<file path="config.mk">
export PLATFORM = sky130hd
export DESIGN_NAME = alu_cmd_sequencer
export DESIGN_NICKNAME = d
export VERILOG_FILES = /design/src/rtl/alu_pkg.sv /design/src/rtl/alu_regfile.sv /design/src/rtl/alu_cmd_sequencer.sv
export SDC_FILE = /design/constraint.sdc
export NUM_CORES = 1
export LEC_CHECK = 0
export CORE_MARGIN = 1
export CORE_UTILIZATION = 40
export DETAILED_ROUTE_END_ITERATION = 10
export GPL_TIMING_DRIVEN = 0
export HOLD_SLACK_MARGIN = 0.03
export MAX_ROUTING_LAYER = met4
export PLACE_DENSITY = 0.62
export SLEW_MARGIN = 0
export SYNTH_ARGS = -nofsm -noshare
export SYNTH_HDL_FRONTEND = slang
export SYNTH_SLANG_ARGS = --single-unit
</file>
<file path="constraint.sdc">
create_clock -name clk -period 7.2 [get_ports clk]
set_clock_uncertainty 0.1 [all_clocks]
set_input_delay 0.72 -clock clk [delete_from_list [all_inputs] [get_ports clk]]
set_output_delay 0.72 -clock clk [all_outputs]
set_load 0.005 [all_outputs]
</file>
<file path="src/rtl/alu_pkg.sv">
// Shared definitions for the ALU command path.
//   - data / result widths and register-index width
//   - ALU opcode encoding (same codes the ALU decodes)
//   - sequencer state encoding
//   - next_reg(): register index + 1, wrapping 3 -> 0
package alu_pkg;

  localparam int unsigned DATA_W    = 4;
  localparam int unsigned RES_W     = 8;
  localparam int unsigned REG_IDX_W = 2;

  localparam logic [3:0] OP_ADD  = 4'b0000;
  localparam logic [3:0] OP_SUB  = 4'b0001;
  localparam logic [3:0] OP_MUL  = 4'b0010;
  localparam logic [3:0] OP_DIV  = 4'b0011;
  localparam logic [3:0] OP_AND  = 4'b0100;
  localparam logic [3:0] OP_OR   = 4'b0101;
  localparam logic [3:0] OP_XOR  = 4'b0110;
  localparam logic [3:0] OP_NOT  = 4'b0111;
  localparam logic [3:0] OP_NAND = 4'b1000;
  localparam logic [3:0] OP_NOR  = 4'b1001;
  localparam logic [3:0] OP_XNOR = 4'b1010;
  localparam logic [3:0] OP_SHL  = 4'b1011;
  localparam logic [3:0] OP_SHR  = 4'b1100;
  localparam logic [3:0] OP_ROL  = 4'b1101;
  localparam logic [3:0] OP_ROR  = 4'b1110;
  localparam logic [3:0] OP_ASR  = 4'b1111;

  typedef enum logic [1:0] {
    ST_IDLE,
    ST_ISSUE,
    ST_CAPTURE,
    ST_RESP
  } seq_state_e;

  typedef logic [REG_IDX_W-1:0] reg_idx_t;

  // Index arithmetic is modulo the register count by construction.
  function automatic reg_idx_t next_reg(input reg_idx_t idx);
    return idx + reg_idx_t'(1);
  endfunction

endpackage

</file>
<file path="src/rtl/alu_regfile.sv">
// Local operand register file: NUM_REGS x DATA_W bits.
// Ports:
//   clk, rst             clock, asynchronous active-high reset (clears all entries)
//   ra_a / rd_a          combinational read port A
//   ra_b / rd_b          combinational read port B
//   dbg_sel / dbg_data   combinational debug read port
//   we0 / wa0 / wd0      write port 0 (load or ALU low nibble)
//   we1 / wa1 / wd1      write port 1 (multiply high nibble); wins on address clash
module alu_regfile
  import alu_pkg::*;
#(
  parameter int unsigned NUM_REGS = 4
) (
  input  logic              clk,
  input  logic              rst,
  input  reg_idx_t          ra_a,
  output logic [DATA_W-1:0] rd_a,
  input  reg_idx_t          ra_b,
  output logic [DATA_W-1:0] rd_b,
  input  reg_idx_t          dbg_sel,
  output logic [DATA_W-1:0] dbg_data,
  input  logic              we0,
  input  reg_idx_t          wa0,
  input  logic [DATA_W-1:0] wd0,
  input  logic              we1,
  input  reg_idx_t          wa1,
  input  logic [DATA_W-1:0] wd1
);

  logic [DATA_W-1:0] regs [NUM_REGS];

  // Reads return the pre-write contents within a cycle.
  assign rd_a     = regs[ra_a];
  assign rd_b     = regs[ra_b];
  assign dbg_data = regs[dbg_sel];

  // NOTE: this small array lives in flops, so it is cleared by reset like any
  // other state; a RAM macro could not be reset this way.
  // NOTE: sequential state is updated with non-blocking assignments so every
  // flop samples pre-edge values regardless of block ordering.
  always_ff @(posedge clk or posedge rst) begin
    if (rst) begin
      for (int i = 0; i < NUM_REGS; i++) regs[i] <= '0;
    end else begin
      if (we0) regs[wa0] <= wd0;
      if (we1) regs[wa1] <= wd1;
    end
  end

endmodule

</file>
<file path="src/rtl/alu_cmd_sequencer.sv">
// Command-side controller for the 4-bit combinational ALU.
// Ports:
//   clk, rst                      clock, asynchronous active-high reset
//   cmd_valid / cmd_ready         command handshake (ready only in IDLE)
//   cmd_op, cmd_load, cmd_dst,
//   cmd_src_a, cmd_src_b,
//   cmd_use_imm, cmd_imm          command fields
//   alu_a / alu_b / alu_opcode    registered ALU inputs, held between issues
//   alu_result/alu_carry/alu_rem  ALU outputs, sampled only in CAPTURE
//   rsp_valid / rsp_ready         response handshake
//   rsp_result/carry/rem/err      registered response fields
//   dbg_sel / dbg_data            combinational register-file peek
module alu_cmd_sequencer
  import alu_pkg::*;
#(
  parameter int unsigned SETTLE_CYCLES = 1,
  parameter int unsigned NUM_REGS      = 4
) (
  input  logic              clk,
  input  logic              rst,
  input  logic              cmd_valid,
  output logic              cmd_ready,
  input  logic [3:0]        cmd_op,
  input  logic              cmd_load,
  input  reg_idx_t          cmd_dst,
  input  reg_idx_t          cmd_src_a,
  input  reg_idx_t          cmd_src_b,
  input  logic              cmd_use_imm,
  input  logic [DATA_W-1:0] cmd_imm,
  output logic [DATA_W-1:0] alu_a,
  output logic [DATA_W-1:0] alu_b,
  output logic [3:0]        alu_opcode,
  input  logic [RES_W-1:0]  alu_result,
  input  logic              alu_carry,
  input  logic [DATA_W-1:0] alu_rem,
  output logic              rsp_valid,
  input  logic              rsp_ready,
  output logic [RES_W-1:0]  rsp_result,
  output logic              rsp_carry,
  output logic [DATA_W-1:0] rsp_rem,
  output logic              rsp_err,
  input  reg_idx_t          dbg_sel,
  output logic [DATA_W-1:0] dbg_data
);

  seq_state_e        state;
  logic [3:0]        settle_cnt;
  reg_idx_t          dst_q;

  logic [DATA_W-1:0] rd_a;
  logic [DATA_W-1:0] rd_b;
  logic [DATA_W-1:0] opnd_b;
  logic              accept;
  logic              div_by_zero;

  logic              we0;
  reg_idx_t          wa0;
  logic [DATA_W-1:0] wd0;
  logic              we1;
  reg_idx_t          wa1;
  logic [DATA_W-1:0] wd1;

  alu_regfile #(
    .NUM_REGS (NUM_REGS)
  ) u_regfile (
    .clk      (clk),
    .rst      (rst),
    .ra_a     (cmd_src_a),
    .rd_a     (rd_a),
    .ra_b     (cmd_src_b),
    .rd_b     (rd_b),
    .dbg_sel  (dbg_sel),
    .dbg_data (dbg_data),
    .we0      (we0),
    .wa0      (wa0),
    .wd0      (wd0),
    .we1      (we1),
    .wa1      (wa1),
    .wd1      (wd1)
  );

  assign opnd_b      = cmd_use_imm ? cmd_imm : rd_b;
  assign accept      = (state == ST_IDLE) && cmd_valid && cmd_ready;
  assign div_by_zero = (cmd_op == OP_DIV) && (opnd_b == '0);

  // Write port 0 serves both an accepted load (IDLE) and the ALU writeback
  // (CAPTURE); the two never coincide. Port 1 carries the multiply high nibble.
  always_comb begin
    // NOTE: every output of this block gets a default first so no path leaves
    // a signal unassigned, which would otherwise infer a latch.
    we0 = 1'b0;
    wa0 = cmd_dst;
    wd0 = cmd_imm;
    we1 = 1'b0;
    wa1 = next_reg(dst_q);
    wd1 = alu_result[7:4];
    if (state == ST_CAPTURE) begin
      we0 = 1'b1;
      wa0 = dst_q;
      wd0 = alu_result[3:0];
      we1 = (alu_opcode == OP_MUL);
    end else if (accept && cmd_load) begin
      we0 = 1'b1;
    end
  end

  // cmd_ready is registered: it stays low through reset and rises on the first
  // edge after release, and drops on the accepting edge.
  always_ff @(posedge clk or posedge rst) begin
    if (rst) begin
      state      <= ST_IDLE;
      cmd_ready  <= 1'b0;
      settle_cnt <= '0;
      dst_q      <= '0;
      alu_a      <= '0;
      alu_b      <= '0;
      alu_opcode <= '0;
      rsp_valid  <= 1'b0;
      rsp_result <= '0;
      rsp_carry  <= 1'b0;
      rsp_rem    <= '0;
      rsp_err    <= 1'b0;
    end else begin
      case (state)
        ST_IDLE: begin
          cmd_ready <= 1'b1;
          if (accept) begin
            cmd_ready <= 1'b0;
            dst_q     <= cmd_dst;
            if (cmd_load) begin
              rsp_result <= {4'h0, cmd_imm};
              rsp_carry  <= 1'b0;
              rsp_rem    <= '0;
              rsp_err    <= 1'b0;
              rsp_valid  <= 1'b1;
              state      <= ST_RESP;
            end else if (div_by_zero) begin
              // Rejected without touching the ALU inputs or the register file.
              rsp_result <= '0;
              rsp_carry  <= 1'b0;
              rsp_rem    <= '0;
              rsp_err    <= 1'b1;
              rsp_valid  <= 1'b1;
              state      <= ST_RESP;
            end else begin
              alu_a      <= rd_a;
              alu_b      <= opnd_b;
              alu_opcode <= cmd_op;
              settle_cnt <= 4'(SETTLE_CYCLES);
              state      <= ST_ISSUE;
            end
          end
        end
        ST_ISSUE: begin
          settle_cnt <= settle_cnt - 4'd1;
          // <= 1 rather than == 1 so an out-of-range count cannot stall here.
          if (settle_cnt <= 4'd1) state <= ST_CAPTURE;
        end
        ST_CAPTURE: begin
          rsp_result <= alu_result;
          rsp_carry  <= alu_carry;
          rsp_rem    <= alu_rem;
          rsp_err    <= 1'b0;
          rsp_valid  <= 1'b1;
          state      <= ST_RESP;
        end
        ST_RESP: begin
          if (rsp_ready) begin
            rsp_valid <= 1'b0;
            cmd_ready <= 1'b1;
            state     <= ST_IDLE;
          end
        end
        default: state <= ST_IDLE;
      endcase
    end
  end

endmodule

</file>
==> impl_metrics.tcl, run 1 <==
set metrics [dict create \
    yosysSeqAreaShare_pct 43.7 \
    arrival_ps 2340 \
    nets 392 \
    first_pass_iters 4 \
    layout_min_cycle_time_ps 3160 \
    synth.most_common_cell "dfrtp_1" \
    post_drt_wl_per_cell_um 15.4 \
    powerDensity_nw_per_um2 373 \
    critPathKind "in2out" \
    yosys.area.top_type "dfrtp_1" \
    cts_tree "done" \
    antenna_found_initial 0 \
    crit_path_cell_trace "clkdlybuf4s50_1, mux4_2, clkdlybuf4s50_1" \
    end_kind "output port" \
    routed_wl_um 6930 \
    tns_ps 0 \
    overflow 0 \
    syn_area_um2 2980 \
    fp.dieW_um 88.3 \
    hold_viol 0 \
    pre_cts_slack_ps 3760 \
    p_total_mw 1.44 \
    top_level_ports 67 \
    cts_buffers 5 \
    cap_violations 0 \
    avgSynthCellArea_um2 10.8 \
    rsz0062_at_grt "false" \
    clock_latency_ps 310 \
    ys_warn_count 0 \
    grt_max_degree 34 \
    fin_crit_sh_pct 43.9 \
    cellLeakagePower_nw 1.65 \
    ys_seq_elements 52 \
    synth_cells 275 \
    core_um2 7210 \
    synth_top_area_share_pct 43.7 \
    yosys_most_used_dff "dfrtp_1" \
    startpoint_type "primary input" \
    slowest_delay_ps 590 \
    synth_cell_type_count 43 \
    path_max_fanout 4 \
    fillers 689 \
    regToRegSetupSlack_ps 4550 \
    min_path_type "reg2reg" \
    grtUsageTotal_pct 19.6 \
    postPlaceCellArea_um2 3780 \
    remaining_drc_errors 0 \
    setup_viol 0 \
    clk_pin_slew_worst_paths_ps 100 \
    grt_pass1_vias 2193 \
    holdBufCountCts 0 \
    cts_buffer_depth 2 \
    syn_to_final_growth_pct 30.2 \
    first_iter_violations 118 \
    vias 2259 \
    peakVddDrop_mv 0.188 \
    final_cell_area_um2 3880 \
    htreeDepth 2 \
    fmax_mhz 316 \
    max-slew-margin-rel_pct 52.2 \
    status "completed" \
    postCtsSetupRepairBufs 0 \
    async_flop_share_pct 100 \
    cts.sinks 52 \
    synthTopCellsByCount "dfrtp_1, nand2_1, mux2i_1, inv_1" \
    gp_congestion 0.856 \
    port_buffers 66 \
    yosys-top-cells-area "dfrtp_1, mux2i_1, mux4_2" \
    synth_edf_count 0 \
    finalWorstSetupSlack_ps 4040 \
    synth_nets 318 \
    rows 31 \
    slew_viol_final 0 \
    crit_top_cell "clkdlybuf4s50_1" \
    hpwl_um 5240 \
    start_util_pct 41.3 \
    die-area_um2 7790 \
    crit_required_ps 6380 \
    n_antenna_cell 0 \
    grt_pass1_wl_um 11200 \
    crit_path_top_delay_cell "clkdlybuf4s50_1" \
    ant_nets 0 \
    worst_pin_slew_ps 711 \
    dieHeight_um 88.3 \
    via_per_inst 5.03 \
    clock-root-buffer "clkbuf_8" \
    cts.repair.resized 0 \
    drive_above_1_share_pct 12.3 \
]
through the flow:
stage | utilization, % | std cells | hold WS, ps
after floorplan | - | 275 | 367
after global placement | 52.1 | 440 | 357
after detailed placement | 52.4 | 441 | 372
after CTS | 53.7 | 449 | 395
after global routing | 53.7 | 449 | 416
final | 53.7 | 449 | 393
cell usage in the layout, fill, tap and decap left out, drive strengths merged, types with 8 or more instances in the layout:
| master | count |
|---|---|
| clkdlybuf4s50 | 66 |
| mux4 | 8 |
| mux2i | 26 |
| o21ai | 15 |
| nor2b | 9 |
| nor2 | 12 |
| inv | 24 |
| clkbuf | 9 |
| ha | 8 |
| nand2 | 39 |
| dfrtp | 52 |
| mux2 | 26 |
layout make-up:
type / count / area (µm²) / area share [%]
clock inverter: 3 / 26.3 / 0.678
inverter: 22 / 82.6 / 2.13
clock buffer: 5 / 68.8 / 1.78
sequential: 52 / 1300 / 33.6
buffer: 8 / 46.3 / 1.19
multi-input combinational: 193 / 1550 / 39.9
timing repair buffer: 67 / 681 / 17.6
tap: 99 / 124 / 3.20
logic make-up after synthesis:
group,Yosys count,synth area share (%)
adders and majority gates,8,3.36
AOI/OAI and AO/OA,48,11.6
DFF,52,43.7
buffers and inverters,30,4.33
and+or+nand+nor,77,12.3
muxes,60,24.6
worst max-delay path: cells and delay by family:
| family | cells | cell delay [ps] |
|---|---|---|
| buffers and inverters | 2 | 1060 |
| muxes | 1 | 560 |
power breakdown:
group	internal, mW	switching (mW)	total, mW
logic	0.407	0.305	0.712
registers	0.429	0.125	0.555
clock network	0.0718	0.106	0.178
total	0.908	0.536	1.44
sequential cells by signal (all words and copies together), names as in the netlist:
name,cells
u_regfile.regs,16
rsp_result,8
alu_a,4
alu_b,4
alu_opcode,4
rsp_rem,4
settle_cnt,4
dst_q,2
state,2
cmd_ready,1
rsp_carry,1
rsp_err,1
rsp_valid,1
layer usage:
layer  vias up  share of wire, %  global-route usage, %
li1       1132                 -                      -
met1      1064                51                   27.6
met2        59                45                   29.8
met3         4               3.7                   3.26
met4         0              0.69                   4.25
met5         -                 0                      -
path summary, 6_finish.rpt:
kind / from / end / depth (start not counted)
min in group asynchronous: rst / rsp_result[3]$_DFFE_PP0P_ / 2
worst max register to register: state[0]$_DFFE_PP0P_ / u_regfile.regs[14]$_DFF_PP0_ / 9
worst min register to register: alu_a[1]$_DFFE_PP0P_ / alu_a[1]$_DFFE_PP0P_ / 1
max in group asynchronous: rst / alu_b[0]$_DFFE_PP0P_ / 3
worst max-delay path: dbg_sel[0] / dbg_data[2] / 3
worst min-delay path: alu_a[1]$_DFFE_PP0P_ / alu_a[1]$_DFFE_PP0P_ / 1
No activity file was read; power rests on OpenSTA's default activity.
==> run 2: changes to the inputs <==
==> constraint.sdc (replaced) <==
create_clock -name clk -period 3.22 [get_ports clk]
set_clock_uncertainty 0.1 [all_clocks]
set_input_delay 0.322 -clock clk [delete_from_list [all_inputs] [get_ports clk]]
set_output_delay 0.322 -clock clk [all_outputs]
set_load 0.005 [all_outputs]
==> results of run 2 <==
Same layout as run 1 (identical final DEF). Status: completed.
Among the figures that moved: setup slack after placement 3760 ps -> 180 ps; clock-pin slew on the worst setup and hold paths 100 ps -> 110 ps; setup slack after layout 4040 ps -> 513 ps; hold slack 393 ps -> 221 ps; start point of the critical path dbg_sel[0] -> cmd_src_b[1]; end point of the critical path dbg_data[2] -> rsp_rem[2]$_DFFE_PP0P_; register-to-register setup slack 4550 ps -> 570 ps; total power 1.44 mW -> 3.23 mW; worst IR drop on VDD 0.188 mV -> 0.420 mV
